--- config.mk ---
export PLATFORM = sky130hd
export DESIGN_NAME = core_scheduler_flat
export DESIGN_NICKNAME = d
export VERILOG_FILES = /design/src/rtl/core_scheduler_if.sv /design/src/rtl/core_scheduler.sv /design/src/flat_wrapper.sv
export SDC_FILE = /design/constraint.sdc
export NUM_CORES = 1
export LEC_CHECK = 0
export CORE_MARGIN = 10
export CORE_UTILIZATION = 46
export CTS_CLUSTER_DIAMETER = 80
export DETAILED_ROUTE_END_ITERATION = 12
export GPL_ROUTABILITY_DRIVEN = 0
export PLACE_DENSITY_LB_ADDON = 0.1
export SETUP_SLACK_MARGIN = 0.4
export SLEW_MARGIN = 5
export SYNTH_ARGS = -nofsm -noshare
export SYNTH_HDL_FRONTEND = slang
export SYNTH_SLANG_ARGS = --single-unit
export TNS_END_PERCENT = 50
--- constraint.sdc ---
create_clock -name clk -period 5.1 [get_ports clk]
set_input_delay 0.51 -clock clk [delete_from_list [all_inputs] [get_ports clk]]
set_output_delay 0.51 -clock clk [all_outputs]
set_load 0.05 [all_outputs]
--- src/rtl/core_scheduler_if.sv ---
// Bus between the per-core scheduler and the units around it: control inputs
// (start, fetch/decode/lsu status, per-thread next PC) and the scheduler outputs.
interface core_scheduler_if #(
    parameter int unsigned THREADS_PER_BLOCK     = 4,
    parameter int unsigned PROGRAM_MEM_ADDR_BITS = 8
);
    logic                                               start;
    logic [2:0]                                         thread_count;
    logic                                               decoded_ret;
    logic [2:0]                                         fetcher_state;
    logic [2*THREADS_PER_BLOCK-1:0]                     lsu_state;
    logic [THREADS_PER_BLOCK*PROGRAM_MEM_ADDR_BITS-1:0] next_pc;
    logic [2:0]                                         core_state;
    logic [PROGRAM_MEM_ADDR_BITS-1:0]                   current_pc;
    logic                                               done;
    logic                                               diverge_err;
    logic                                               timeout_err;

    // Environment side: drives control/status, observes the scheduler.
    modport master (
        output start, thread_count, decoded_ret, fetcher_state, lsu_state, next_pc,
        input  core_state, current_pc, done, diverge_err, timeout_err
    );

    // Scheduler side.
    modport slave (
        input  start, thread_count, decoded_ret, fetcher_state, lsu_state, next_pc,
        output core_state, current_pc, done, diverge_err, timeout_err
    );
endinterface

--- src/rtl/core_scheduler.sv ---
// Per-core control FSM: sequences FETCH..UPDATE per instruction, owns current_pc,
// and flags thread PC divergence and LSU wait timeouts.
module core_scheduler #(
    parameter int unsigned THREADS_PER_BLOCK     = 4,
    parameter int unsigned PROGRAM_MEM_ADDR_BITS = 8,
    parameter int unsigned WAIT_TIMEOUT          = 255
) (
    input logic             clk,
    input logic             reset,
    core_scheduler_if.slave bus
);
    localparam int unsigned T     = THREADS_PER_BLOCK;
    localparam int unsigned A     = PROGRAM_MEM_ADDR_BITS;
    localparam int unsigned CNT_W = 8;

    localparam logic [2:0] FETCHER_FETCHED = 3'b010;
    localparam logic [1:0] LSU_REQUESTING  = 2'b01;
    localparam logic [1:0] LSU_WAITING     = 2'b10;

    typedef enum logic [2:0] {
        S_IDLE    = 3'b000,
        S_FETCH   = 3'b001,
        S_DECODE  = 3'b010,
        S_REQUEST = 3'b011,
        S_WAIT    = 3'b100,
        S_EXECUTE = 3'b101,
        S_UPDATE  = 3'b110,
        S_DONE    = 3'b111
    } state_e;

    state_e           state_q, state_d;
    logic [A-1:0]     pc_q, pc_d;
    logic             done_q, done_d;
    logic             div_q, div_d;
    logic             to_q, to_d;
    logic [CNT_W-1:0] wait_cnt_q, wait_cnt_d;
    logic [2:0]       count_q, count_d;

    logic             busy;
    logic             diverge;

    // Any active thread still has a memory request in flight.
    always_comb begin
        busy = 1'b0;
        for (int i = 0; i < int'(T); i++) begin
            if (i < int'(count_q) &&
                (bus.lsu_state[2*i +: 2] == LSU_REQUESTING ||
                 bus.lsu_state[2*i +: 2] == LSU_WAITING)) begin
                busy = 1'b1;
            end
        end
    end

    // Any active thread other than thread 0 reports a different next PC.
    always_comb begin
        diverge = 1'b0;
        for (int j = 1; j < int'(T); j++) begin
            if (j < int'(count_q) && bus.next_pc[j*A +: A] != bus.next_pc[A-1:0]) begin
                diverge = 1'b1;
            end
        end
    end

    // Next-state and next-output logic.
    always_comb begin
        state_d    = state_q;
        pc_d       = pc_q;
        done_d     = done_q;
        div_d      = div_q;
        to_d       = to_q;
        wait_cnt_d = wait_cnt_q;
        count_d    = count_q;
        unique case (state_q)
            S_IDLE: begin
                if (bus.start) begin
                    count_d = bus.thread_count;
                    if (bus.thread_count == 3'd0) begin
                        state_d = S_DONE;
                        done_d  = 1'b1;
                    end else begin
                        state_d = S_FETCH;
                    end
                end
            end
            S_FETCH: begin
                if (bus.fetcher_state == FETCHER_FETCHED) state_d = S_DECODE;
            end
            S_DECODE: state_d = S_REQUEST;
            S_REQUEST: begin
                state_d    = S_WAIT;
                wait_cnt_d = '0;
            end
            S_WAIT: begin
                if (!busy) begin
                    state_d = S_EXECUTE;
                end else if (wait_cnt_q == CNT_W'(WAIT_TIMEOUT)) begin
                    to_d    = 1'b1;
                    done_d  = 1'b1;
                    state_d = S_DONE;
                end else if (wait_cnt_q != {CNT_W{1'b1}}) begin
                    wait_cnt_d = wait_cnt_q + CNT_W'(1);
                end
            end
            S_EXECUTE: state_d = S_UPDATE;
            S_UPDATE: begin
                if (bus.decoded_ret) begin
                    done_d  = 1'b1;
                    state_d = S_DONE;
                end else begin
                    pc_d    = bus.next_pc[A-1:0];
                    state_d = S_FETCH;
                    if (diverge) div_d = 1'b1;
                end
            end
            S_DONE: state_d = S_DONE;
            default: state_d = S_IDLE;
        endcase
    end

    // State and output registers.
    always_ff @(posedge clk or posedge reset) begin
        if (reset) begin
            state_q    <= S_IDLE;
            pc_q       <= '0;
            done_q     <= 1'b0;
            div_q      <= 1'b0;
            to_q       <= 1'b0;
            wait_cnt_q <= '0;
            count_q    <= '0;
        end else begin
            state_q    <= state_d;
            pc_q       <= pc_d;
            done_q     <= done_d;
            div_q      <= div_d;
            to_q       <= to_d;
            wait_cnt_q <= wait_cnt_d;
            count_q    <= count_d;
        end
    end

    assign bus.core_state  = state_q;
    assign bus.current_pc  = pc_q;
    assign bus.done        = done_q;
    assign bus.diverge_err = div_q;
    assign bus.timeout_err = to_q;
endmodule

--- src/flat_wrapper.sv ---
// flat-port wrapper written by rule: the top's interface ports become plain ports
module core_scheduler_flat 
#(
    parameter int unsigned THREADS_PER_BLOCK     = 4,
    parameter int unsigned PROGRAM_MEM_ADDR_BITS = 8,
    parameter int unsigned WAIT_TIMEOUT          = 255
)
  (clk, reset, bus_start, bus_thread_count, bus_decoded_ret, bus_fetcher_state, bus_lsu_state, bus_next_pc, bus_core_state, bus_current_pc, bus_done, bus_diverge_err, bus_timeout_err);
  core_scheduler_if #(.THREADS_PER_BLOCK(THREADS_PER_BLOCK), .PROGRAM_MEM_ADDR_BITS(PROGRAM_MEM_ADDR_BITS)) bus_i ();
  input logic clk;
  input logic reset;
  input wire logic [$bits(bus_i.start)-1:0] bus_start;
  input wire logic [$bits(bus_i.thread_count)-1:0] bus_thread_count;
  input wire logic [$bits(bus_i.decoded_ret)-1:0] bus_decoded_ret;
  input wire logic [$bits(bus_i.fetcher_state)-1:0] bus_fetcher_state;
  input wire logic [$bits(bus_i.lsu_state)-1:0] bus_lsu_state;
  input wire logic [$bits(bus_i.next_pc)-1:0] bus_next_pc;
  output wire logic [$bits(bus_i.core_state)-1:0] bus_core_state;
  output wire logic [$bits(bus_i.current_pc)-1:0] bus_current_pc;
  output wire logic [$bits(bus_i.done)-1:0] bus_done;
  output wire logic [$bits(bus_i.diverge_err)-1:0] bus_diverge_err;
  output wire logic [$bits(bus_i.timeout_err)-1:0] bus_timeout_err;
  assign bus_i.start = bus_start;
  assign bus_i.thread_count = bus_thread_count;
  assign bus_i.decoded_ret = bus_decoded_ret;
  assign bus_i.fetcher_state = bus_fetcher_state;
  assign bus_i.lsu_state = bus_lsu_state;
  assign bus_i.next_pc = bus_next_pc;
  assign bus_core_state = bus_i.core_state;
  assign bus_current_pc = bus_i.current_pc;
  assign bus_done = bus_i.done;
  assign bus_diverge_err = bus_i.diverge_err;
  assign bus_timeout_err = bus_i.timeout_err;
  core_scheduler #(.THREADS_PER_BLOCK(THREADS_PER_BLOCK), .PROGRAM_MEM_ADDR_BITS(PROGRAM_MEM_ADDR_BITS), .WAIT_TIMEOUT(WAIT_TIMEOUT)) u_core (.clk(clk), .reset(reset), .bus(bus_i));
endmodule
==> results of run 1 <==
[synth_stat cells (5+ instances only)]
cell	n	area share
o21ai_0	5	0.016
xnor2_1	7	0.040
inv_1	5	0.012
nand3_1	6	0.019
mux2_2	11	0.080
a21oi_1	13	0.042
xor2_1	21	0.12
dfrtp_1	25	0.40
nand2_1	12	0.029
nor2_1	5	0.012
nor4_1	6	0.024
[power groups by stage]
stage          sequential [W]  combinational (W)   clock, W
2_1_floorplan        0.000481           0.000233          0
3_3_place_gp         0.000346           0.000537          0
6_report             0.000346           0.000541  0.0000872
4_1_cts              0.000346           0.000549  0.0000908
3_5_place_dp         0.000351           0.000548          0
5_1_grt              0.000360           0.000581  0.0000984
[layer usage]
layer / up-vias / wire length (microns)
met5: - / 0
met4: 0 / 17
met3: 2 / 132
met2: 39 / 2160
met1: 674 / 2120
li1: 697 / -
[layout make-up]
type                    count  area share
clock buffers               3      0.0101
repair buffers             63       0.282
well taps                  46      0.0257
flip-flops and latches     25       0.279
multi-input cells         123       0.393
inverters                   5     0.00838
clock inverters             1     0.00223
[path summary, 6_finish.rpt]
path                                           from                  endpoint  slack (ns)  cells after the start
setup / recovery           u_core.bus.core_state[0]         bus_core_state[0]        2.76                      1
hold / removal                      u_core.bus.done           u_core.bus.done        0.48                      2
setup reg to reg           u_core.bus.core_state[0]      u_core.wait_cnt_q[7]        3.03                      5
hold reg to reg                     u_core.bus.done           u_core.bus.done        0.48                      2
max in group asynchronous                     reset  u_core.bus.current_pc[4]        3.85                      2
min in group asynchronous                     reset  u_core.bus.current_pc[5]        0.68                      2
[registers in the layout, summed over array words and instances, names as in the netlist]
register / flops
u_core.bus.core_state: 3
u_core.bus.current_pc: 8
u_core.bus.diverge_err: 1
u_core.bus.done: 1
u_core.bus.timeout_err: 1
u_core.count_q: 3
u_core.wait_cnt_q: 8
[per-stage QoR]
step	util	power, W	cell area (sq um)	hold WS, ns	setup WS, ns
floorplan	-	0.000714	1550	0.477	3.03
global placement	0.674	0.000884	2210	0.452	2.75
detailed placement	0.674	0.000899	2210	0.451	2.70
CTS	0.682	0.000986	2240	0.488	2.75
global route	0.682	0.00104	2240	0.511	2.69
finish	0.682	0.000974	2240	0.482	2.76
[cells by family after synthesis]
family,after synthesis
adders and majority gates,1
and+or+nand+nor,47
AOI/OAI and AO/OA,34
muxes,13
DFF,25
buffers and inverters,9
xor gates and xnor gates,28
==> summary.md, run 1 <==
| Metric | Value |
|---|---|
| Clock transition at the registers of the reported paths | `0.14 ns` |
| P&R area growth vs syn | `44.6%` |
| Clk root buf | `clkbuf_4` |
| Crit start category | `flip-flop` |
| Mapped Nets | `208` |
| Post-Place Cells | `262` |
| CP Buf/Inv Count | `1` |
| Simple-gate share of the synthesized area | `0.166` |
| Clock Power Share | `0.089` |
| Static Leak | `0.892 nW` |
| Adder-cell share of the synthesized area | `0.00808` |
| Met1 Usage GRT | `0.194` |
| Synthesized area | `1550 sq um` |
| Syn avg cell area | `9.87 sq um` |
| # hold bufs at CTS | `0` |
| Largest net degree at the start of global routing | `26` |
| Port-buffer cells | `63` |
| Pins Over Slew Limit | `0` |
| WL final | `4420 microns` |
| Crit-path max FO | `12` |
| Iteration-0 DRC Markers | `48` |
| Max IR drop VDD | `328 uV` |
| Clock skew | `0.00751 ns` |
| Multiplexer area fraction after synthesis | `0.0929` |
| Ys Warns | `0` |
| Initial antenna violation count | `0` |
| Crit Path Category | `flip-flop to output pin` |
| Fin. Hold Viols | `0` |
| RSZ-0062 raised after global routing | `false` |
| Most common cell after layout, fill and taps aside | `clkdlybuf4s50_1` |
| Clk buf depth | `2` |
| Setup TNS | `0 ns` |
| Ant. Diodes | `0` |
| Die area | `6090 sq um` |
| Die H | `78.0 microns` |
| Crit path max-delay cell type | `clkdlybuf4s50_1` |
| Main synth FF type | `dfrtp_1` |
| Status | `completed` |
| Worst-Skew Late Latency | `0.31 ns` |
| Vias in the first global route | `1468` |
| Final setup vio count | `0` |
| Fin cells | `266` |
| Total GRT Usage | `0.146` |
| Sequential Power Share | `0.355` |
| Comb pwr share | `0.555` |
| Area occupied by multi-input gates | `880 sq um` |
| Worst-Margin Slew | `0.923 ns` |
| GRT overflow | `0` |
| Final #Nets | `272` |
| IO Count | `64` |
| CP cell instances | `clkdlybuf4s50_1` |
| Unique masters post-synth | `36` |
| Core Box Area | `3280 sq um` |
| Die X | `78.0 microns` |
| Most frequent cells in the layout | `clkdlybuf4s50_1 (63), dfrtp_1 (25), xor2_1 (21), a21oi_1 (13), nand2_1 (12)` |
| Relative slew margins | `0.384` |
| Min-Delay Path Class | `flip-flop to flip-flop` |
| Post-DR wirelength/cell | `16.6 microns` |
| CTS buffer count | `3` |
| Largest family of logic cells by synthesized area | `simple AND/OR/NAND/NOR gates` |
| Layout cell share with drive strength beyond 1 | `0.105` |
| Pwr dens | `435 nW/um^2` |
| Area occupied by registers | `626 sq um` |
| Setup bufs post-CTS | `0` |
| Compound-Gate Fraction of Synth Area | `0.142` |
| Worst endpoint required time | `4.59 ns` |
| Synth Area in XOR/XNOR | `0.158` |
| FP Rows | `21` |
| ANT nets after route | `0` |
| #FFs+latches synth | `25` |
| Dpl hpwl | `3690 microns` |
| CTS Sinks | `25` |
| Worst Setup End Kind | `output pin` |
| FMAX | `427 MHz` |
| Resized cells post-CTS | `0` |
| GR peak layer | `met2` |
| Max-Cap Viols | `0` |
| Post-synthesis sequential area ratio | `0.404` |
| Post-synth EDFFs | `0` |
| Switching share of power | `0.466` |
| Cells after Synth | `157` |
| Initial cell density of the core | `0.472` |
| FFs w/ async S/R, synth | `1.00` |
| M2 GR Usage | `0.247` |
| Delay-heaviest family, CP | `buffers and inverters` |
| Vias per std cell | `5.31` |
| Fillcell total | `264` |
| Sw power | `0.000454 W` |
| Via count of the routed design | `1412` |
| First-pass GRT wire length | `7320 microns` |
| Worst path arrival time | `1.83 ns` |
| H-tree depth | `1` |
| CP max stage delay | `0.89 ns` |
| Tmin final | `2.34 ns` |
| Final period util | `0.459` |
| CTS tree | `yes` |
| DRT Pass-1 Iters | `4` |
| Remaining DRCs | `0` |
| Internal | `0.000521 W` |
| Met3 Use GR | `0.0194` |
(Power assumes the default switching activity.)
==> run 2, diff against run 1 <==
--- a/config.mk
+++ b/config.mk
@@ -6,7 +6,7 @@
 export NUM_CORES = 1
 export LEC_CHECK = 0
 export CORE_MARGIN = 10
-export CORE_UTILIZATION = 46
+export CORE_UTILIZATION = 43
 export CTS_CLUSTER_DIAMETER = 80
 export DETAILED_ROUTE_END_ITERATION = 12
 export GPL_ROUTABILITY_DRIVEN = 0
==> constraint.sdc (replaced) <==
create_clock -name clk -period 2.3 [get_ports clk]
set_input_delay 0.23 -clock clk [delete_from_list [all_inputs] [get_ports clk]]
set_output_delay 0.23 -clock clk [all_outputs]
set_load 0.05 [all_outputs]
==> run 2 against run 1 <==
- final area up 5.8%
- first-iteration DRC count grew 52%
- final cell count grew 4.5%
- global-route usage decreased by 0.36 points
- largest power group unchanged
==> summary.md, run 2 (synthesis gave the netlist of run 1 again) <==
| Metric | Value |
|---|---|
| Post-DR wirelength/cell | `17.1 microns` |
| ANT nets after route | `0` |
| Crit start category | `flip-flop` |
| DRT Pass-1 Iters | `4` |
| Die X | `80.0 microns` |
| Port-buffer cells | `63` |
| Static Leak | `0.959 nW` |
| Met3 Use GR | `0.0349` |
| Initial antenna violation count | `0` |
| Clk buf depth | `2` |
| Min-Delay Path Class | `input pin to async pin` |
| Final core utilization | `0.694` |
| Clock transition at the registers of the reported paths | `0.13 ns` |
| Tmin final | `1.86 ns` |
| Pins Over Slew Limit | `0` |
| Most frequent cells in the layout | `clkdlybuf4s50_1 (62), dfrtp_1 (22), xor2_1 (21), nand2_1 (12), a21oi_1 (12)` |
| Vias in the first global route | `1489` |
| Worst path arrival time | `2.10 ns` |
| Core Box Area | `3420 sq um` |
| Met1 Usage GRT | `0.183` |
| FF-to-FF End | `u_core.wait_cnt_q[6]` |
| WL final | `4770 microns` |
| Pwr dens | `1000 nW/um^2` |
| GRT overflow | `0` |
| Layout cell share with drive strength beyond 1 | `0.168` |
| Remaining DRCs | `0` |
| Crit Path Category | `flip-flop to flip-flop` |
| Setup TNS | `0 ns` |
| FP Rows | `21` |
| Final #Nets | `284` |
| Final setup vio count | `0` |
| Via count of the routed design | `1489` |
| Ant. Diodes | `0` |
| Fin. Hold Viols | `0` |
| CTS tree | `yes` |
| M2 GR Usage | `0.236` |
| P&R area growth vs syn | `53.0%` |
| Worst R2R Path Depth | `6` |
| Largest net degree at the start of global routing | `26` |
| H-tree depth | `1` |
| Worst Setup End Kind | `flip-flop` |
| CTS buffer count | `3` |
| Worst-Skew Late Latency | `0.31 ns` |
| Max-Cap Viols | `0` |
| Die H | `80.0 microns` |
| Reg-to-reg slack, setup | `0.44 ns` |
| Status | `completed` |
| RSZ-0062 raised after global routing | `true` |
| Worst endpoint required time | `2.55 ns` |
| Dpl hpwl | `3690 microns` |
| Worst-Margin Slew | `0.690 ns` |
| Initial cell density of the core | `0.453` |
| Total GRT Usage | `0.142` |
| IO Count | `64` |
| Most common cell after layout, fill and taps aside | `clkdlybuf4s50_1` |
| FMAX | `539 MHz` |
| Clk root buf | `clkbuf_4` |
| CTS Sinks | `25` |
| Clock skew | `0.00861 ns` |
| Relative slew margins | `0.536` |
| Crit path launch | `u_core.bus.core_state[1]` |
| Max IR drop VDD | `718 uV` |
| Crit-path max FO | `12` |
| Vias per std cell | `5.36` |
| First-pass GRT wire length | `7470 microns` |
| Worst R2R Start | `u_core.bus.core_state[1]` |
| Iteration-0 DRC Markers | `73` |
| Worst setup path endpoint | `u_core.wait_cnt_q[6]` |
| GR peak layer | `met2` |
| Final period util | `0.807` |
| Die area | `6400 sq um` |
## run 2: cell count changes in the layout (fill, tap and decap cells not counted), sizes merged
| cell | change |
|---|---|
| clkinv | -1 |
| buf | +12 |
| clkbuf | +1 |
| clkdlybuf4s50 | -1 |
| dlymetal6s2s | +1 |
## run 2: worst min-delay path by stage
stage | start | end | slack [ns] | cells past startpoint
floorplan | reset | u_core.bus.current_pc[0] | 0.26 | 1
global placement | u_core.bus.done | u_core.bus.done | 0.45 | 2
detailed placement | u_core.bus.timeout_err | u_core.bus.timeout_err | 0.46 | 1
CTS | reset | u_core.bus.done | 0.26 | 3
global route | reset | u_core.count_q[1] | 0.28 | 3
finish | reset | u_core.bus.diverge_err | 0.26 | 3
## run 2: cell type report
class	count	area [sq um]
fillers	256	1050
multi-input cells	123	902
repair buffers	75	736
flip-flops and latches	25	629
well taps	46	57.6
clock buffers	4	26.3
inverters	5	18.8
## run 2: what timing repair did
item	in CTS	in global routing
setup buffers	3	7
hold buffers	0	0
setup endpoints to repair	11	10
gates resized for setup	1	4
pin swaps	1	1
## run 2: metrics by stage
stage               cells  hold WS [ns]  total power, W  setup WS [ns]  cell area, sq um
floorplan             157         0.257         0.00159          0.379              1550
global placement      264         0.450         0.00198          0.252              2230
detailed placement    264         0.456         0.00201          0.188              2230
CTS                   271         0.262         0.00226          0.369              2290
global route          278         0.278         0.00254          0.344              2370
finish                278         0.262         0.00238          0.443              2370
## run 2: worst max-delay path, cell delays in order, from the launching register on
cell and delay (ns):
dfrtp_2 0.48, buf_12 0.14, nor3b_4 0.21, o21ai_1 0.11, a22o_4 0.28, or4_1 0.43, a21oi_2 0.14
## run 2: report_power, final
group          leakage [nW]  total (W)  switching (W)  internal (W)
Sequential            0.305   0.000741       0.000143      0.000598
Clock                0.0150   0.000192       0.000124     0.0000677
Combinational         0.639    0.00145       0.000805      0.000641
Total                 0.959    0.00238        0.00107       0.00131
## run 2: routing by layer
layer / share of wire / wire length, microns
met5: 0 / 0
met4: 0.0029 / 14
met2: 0.49 / 2350
met1: 0.43 / 2070
met3: 0.070 / 333
==> run 3, diff against run 2 <==
--- a/config.mk
+++ b/config.mk
@@ -6,7 +6,7 @@
 export NUM_CORES = 1
 export LEC_CHECK = 0
 export CORE_MARGIN = 10
-export CORE_UTILIZATION = 43
+export CORE_UTILIZATION = 39
 export CTS_CLUSTER_DIAMETER = 80
 export DETAILED_ROUTE_END_ITERATION = 12
 export GPL_ROUTABILITY_DRIVEN = 0
==> constraint.sdc (replaced) <==
create_clock -name clk -period 1.6 [get_ports clk]
set_input_delay 0.16 -clock clk [delete_from_list [all_inputs] [get_ports clk]]
set_output_delay 0.16 -clock clk [all_outputs]
set_load 0.05 [all_outputs]
==> run 3 against run 2 <==
- the run now ends with setup timing left
- non-clock buffer count increased by 25
- global-route usage increased by 0.83 points
- final area grew 13%
- largest power group unchanged
- sequential share of layout area shrank 3.2 points
- clock power is 95% higher
- combinational power up 70%
- power is 63% higher
==> summary.md, run 3 (synthesis gave the netlist of run 1 again) <==
| Metric | Value |
|---|---|
| Pins Over Slew Limit | `0` |
| Iteration-0 DRC Markers | `63` |
| Fillcell total | `286` |
| CP cell instances | `or3_1 -> a222oi_1 -> buf_4 -> a22o_4 -> buf_6 -> o31ai_2 -> a21oi_1` |
| Worst R2R Start | `u_core.count_q[1]` |
| Crit path max-delay cell type | `dfrtp_1` |
| Worst endpoint required time | `1.80 ns` |
| Post-Place Cells | `300` |
| Initial cell density of the core | `0.414` |
| Fin cells | `306` |
| Failing checks | `setup timing` |
| Final period util | `1.18` |
| Worst-Margin Slew | `0.617 ns` |
| Post-DR wirelength/cell | `17.6 microns` |
| Internal | `0.00215 W` |
| Die H | `83.0 microns` |
| GRT overflow | `0` |
| Final #Nets | `310` |
| Design area | `2690 sq um` |
| WL final | `5380 microns` |
| Clock skew | `0.00396 ns` |
| Dpl hpwl | `4250 microns` |
| Layout cell share with drive strength beyond 1 | `0.357` |
| Largest net degree at the start of global routing | `26` |
| Max-Cap Viols | `0` |
| IO Count | `64` |
| Remaining DRCs | `0` |
| Setup TNS | `-2.95 ns` |
| CTS tree | `yes` |
| Worst path arrival time | `2.08 ns` |
| Max IR drop VDD | `1160 uV` |
| Core Box Area | `3740 sq um` |
| DP Area | `2460 sq um` |
| Crit path launch | `u_core.count_q[1]` |
| Fin. Hold Viols | `0` |
| Clock transition at the registers of the reported paths | `0.09 ns` |
| Die X | `83.0 microns` |
| First-pass GRT wire length | `8870 microns` |
| Vias in the first global route | `1723` |
| Worst Setup End Kind | `flip-flop` |
| Sw power | `0.00172 W` |
| CP max stage delay | `0.39 ns` |
| Pwr dens | `1440 nW/um^2` |
| Total GRT Usage | `0.151` |
| Final setup vio count | `13` |
| Reg-to-reg slack, setup | `-0.28 ns` |
| Min-Delay Path Class | `input pin to async pin` |
| DRT Pass-1 Iters | `4` |
| CTS buffer count | `3` |
| Die area | `6890 sq um` |
| Final WS setup | `-0.281 ns` |
| Worst R2R Path Depth | `7` |
| Crit Path Category | `flip-flop to flip-flop` |
| H-tree depth | `1` |
| Clock Power Share | `0.097` |
| Status | `finished with violations` |
| Comb pwr share | `0.638` |
| Port-buffer cells | `63` |
| Crit-path max FO | `6` |
| Sequential Power Share | `0.266` |
| Static Leak | `1.18 nW` |
| Switching share of power | `0.445` |
| Tmin final | `1.88 ns` |
| FMAX | `532 MHz` |
| FP Rows | `22` |
| ANT nets after route | `0` |
| Via count of the routed design | `1622` |
| Relative slew margins | `0.587` |
| P&R area growth vs syn | `73.6%` |
| Clk buf depth | `2` |
| Initial antenna violation count | `0` |
| Worst-Skew Late Latency | `0.27 ns` |
| Vias per std cell | `5.30` |
| Ant. Diodes | `0` |
| Minimum hold slack | `0.230 ns` |
| CTS Sinks | `25` |
| Final core utilization | `0.718` |
| Clk root buf | `clkbuf_8` |
| Most frequent cells in the layout | `clkdlybuf4s50_1 (41), buf_4 (41), dfrtp_1 (22), xor2_1 (21), nand2_1 (10)` |
| RSZ-0062 raised after global routing | `true` |
| Crit start category | `flip-flop` |
run 3: power groups by stage:
stage          clock, W  combinational [W]  sequential, W
6_report       0.000374            0.00247        0.00103
5_1_grt        0.000414            0.00262        0.00105
4_1_cts        0.000381            0.00234        0.00102
3_5_place_dp          0            0.00216        0.00103
3_3_place_gp          0            0.00209        0.00101
2_1_floorplan         0           0.000779        0.00155
run 3: cell type report:
type,count,area [sq um],share of cell area
clock buffers,3,41.3,0.0154
clock inverters,1,5.00,0.00186
inverters,5,18.8,0.00698
multi-input cells,124,1010,0.375
flip-flops and latches,25,629,0.234
well taps,48,60.1,0.0223
repair buffers,100,927,0.345
run 3: path summary, 6_finish.rpt:
check	endpoint
setup / recovery	u_core.wait_cnt_q[6]
hold reg to reg	u_core.bus.done
min in group clk	u_core.bus.current_pc[3]
max in group asynchronous	u_core.bus.core_state[1]
hold / removal	u_core.wait_cnt_q[6]
setup reg to reg	u_core.wait_cnt_q[6]
run 3: repair_timing:
item / 4_1_cts / 5_1_grt
hold buffers: 0 / 0
pin swaps: 10 / 14
resized for setup: 24 / 21
gates cloned: 1 / 0
endpoints found under the setup margin: 28 / 28
setup buffers: 0 / 1
run 3: worst max-delay path: cells and delay by family (launching register included):
kind	cells	cell delay [ns]
buffers and inverters	2	0.34
DFF	1	0.39
and+or+nand+nor	1	0.36
AOI/OAI and AO/OA	4	0.71
run 3: metrics by stage:
step                      power, W  setup slack (ns)
after global placement     0.00311            -0.414
after floorplan            0.00233            -0.276
final                      0.00387            -0.281
after global routing       0.00409            -0.380
after CTS                  0.00374            -0.289
after detailed placement   0.00318            -0.512
run 3: layer usage:
layer | up-vias | GRT usage | share of wire
li1 | 770 | - | -
met2 | 51 | 0.240 | 0.46
met4 | 0 | 0.0415 | 0.0085
met5 | - | 0 | 0
met1 | 796 | 0.201 | 0.48
met3 | 5 | 0.0273 | 0.048
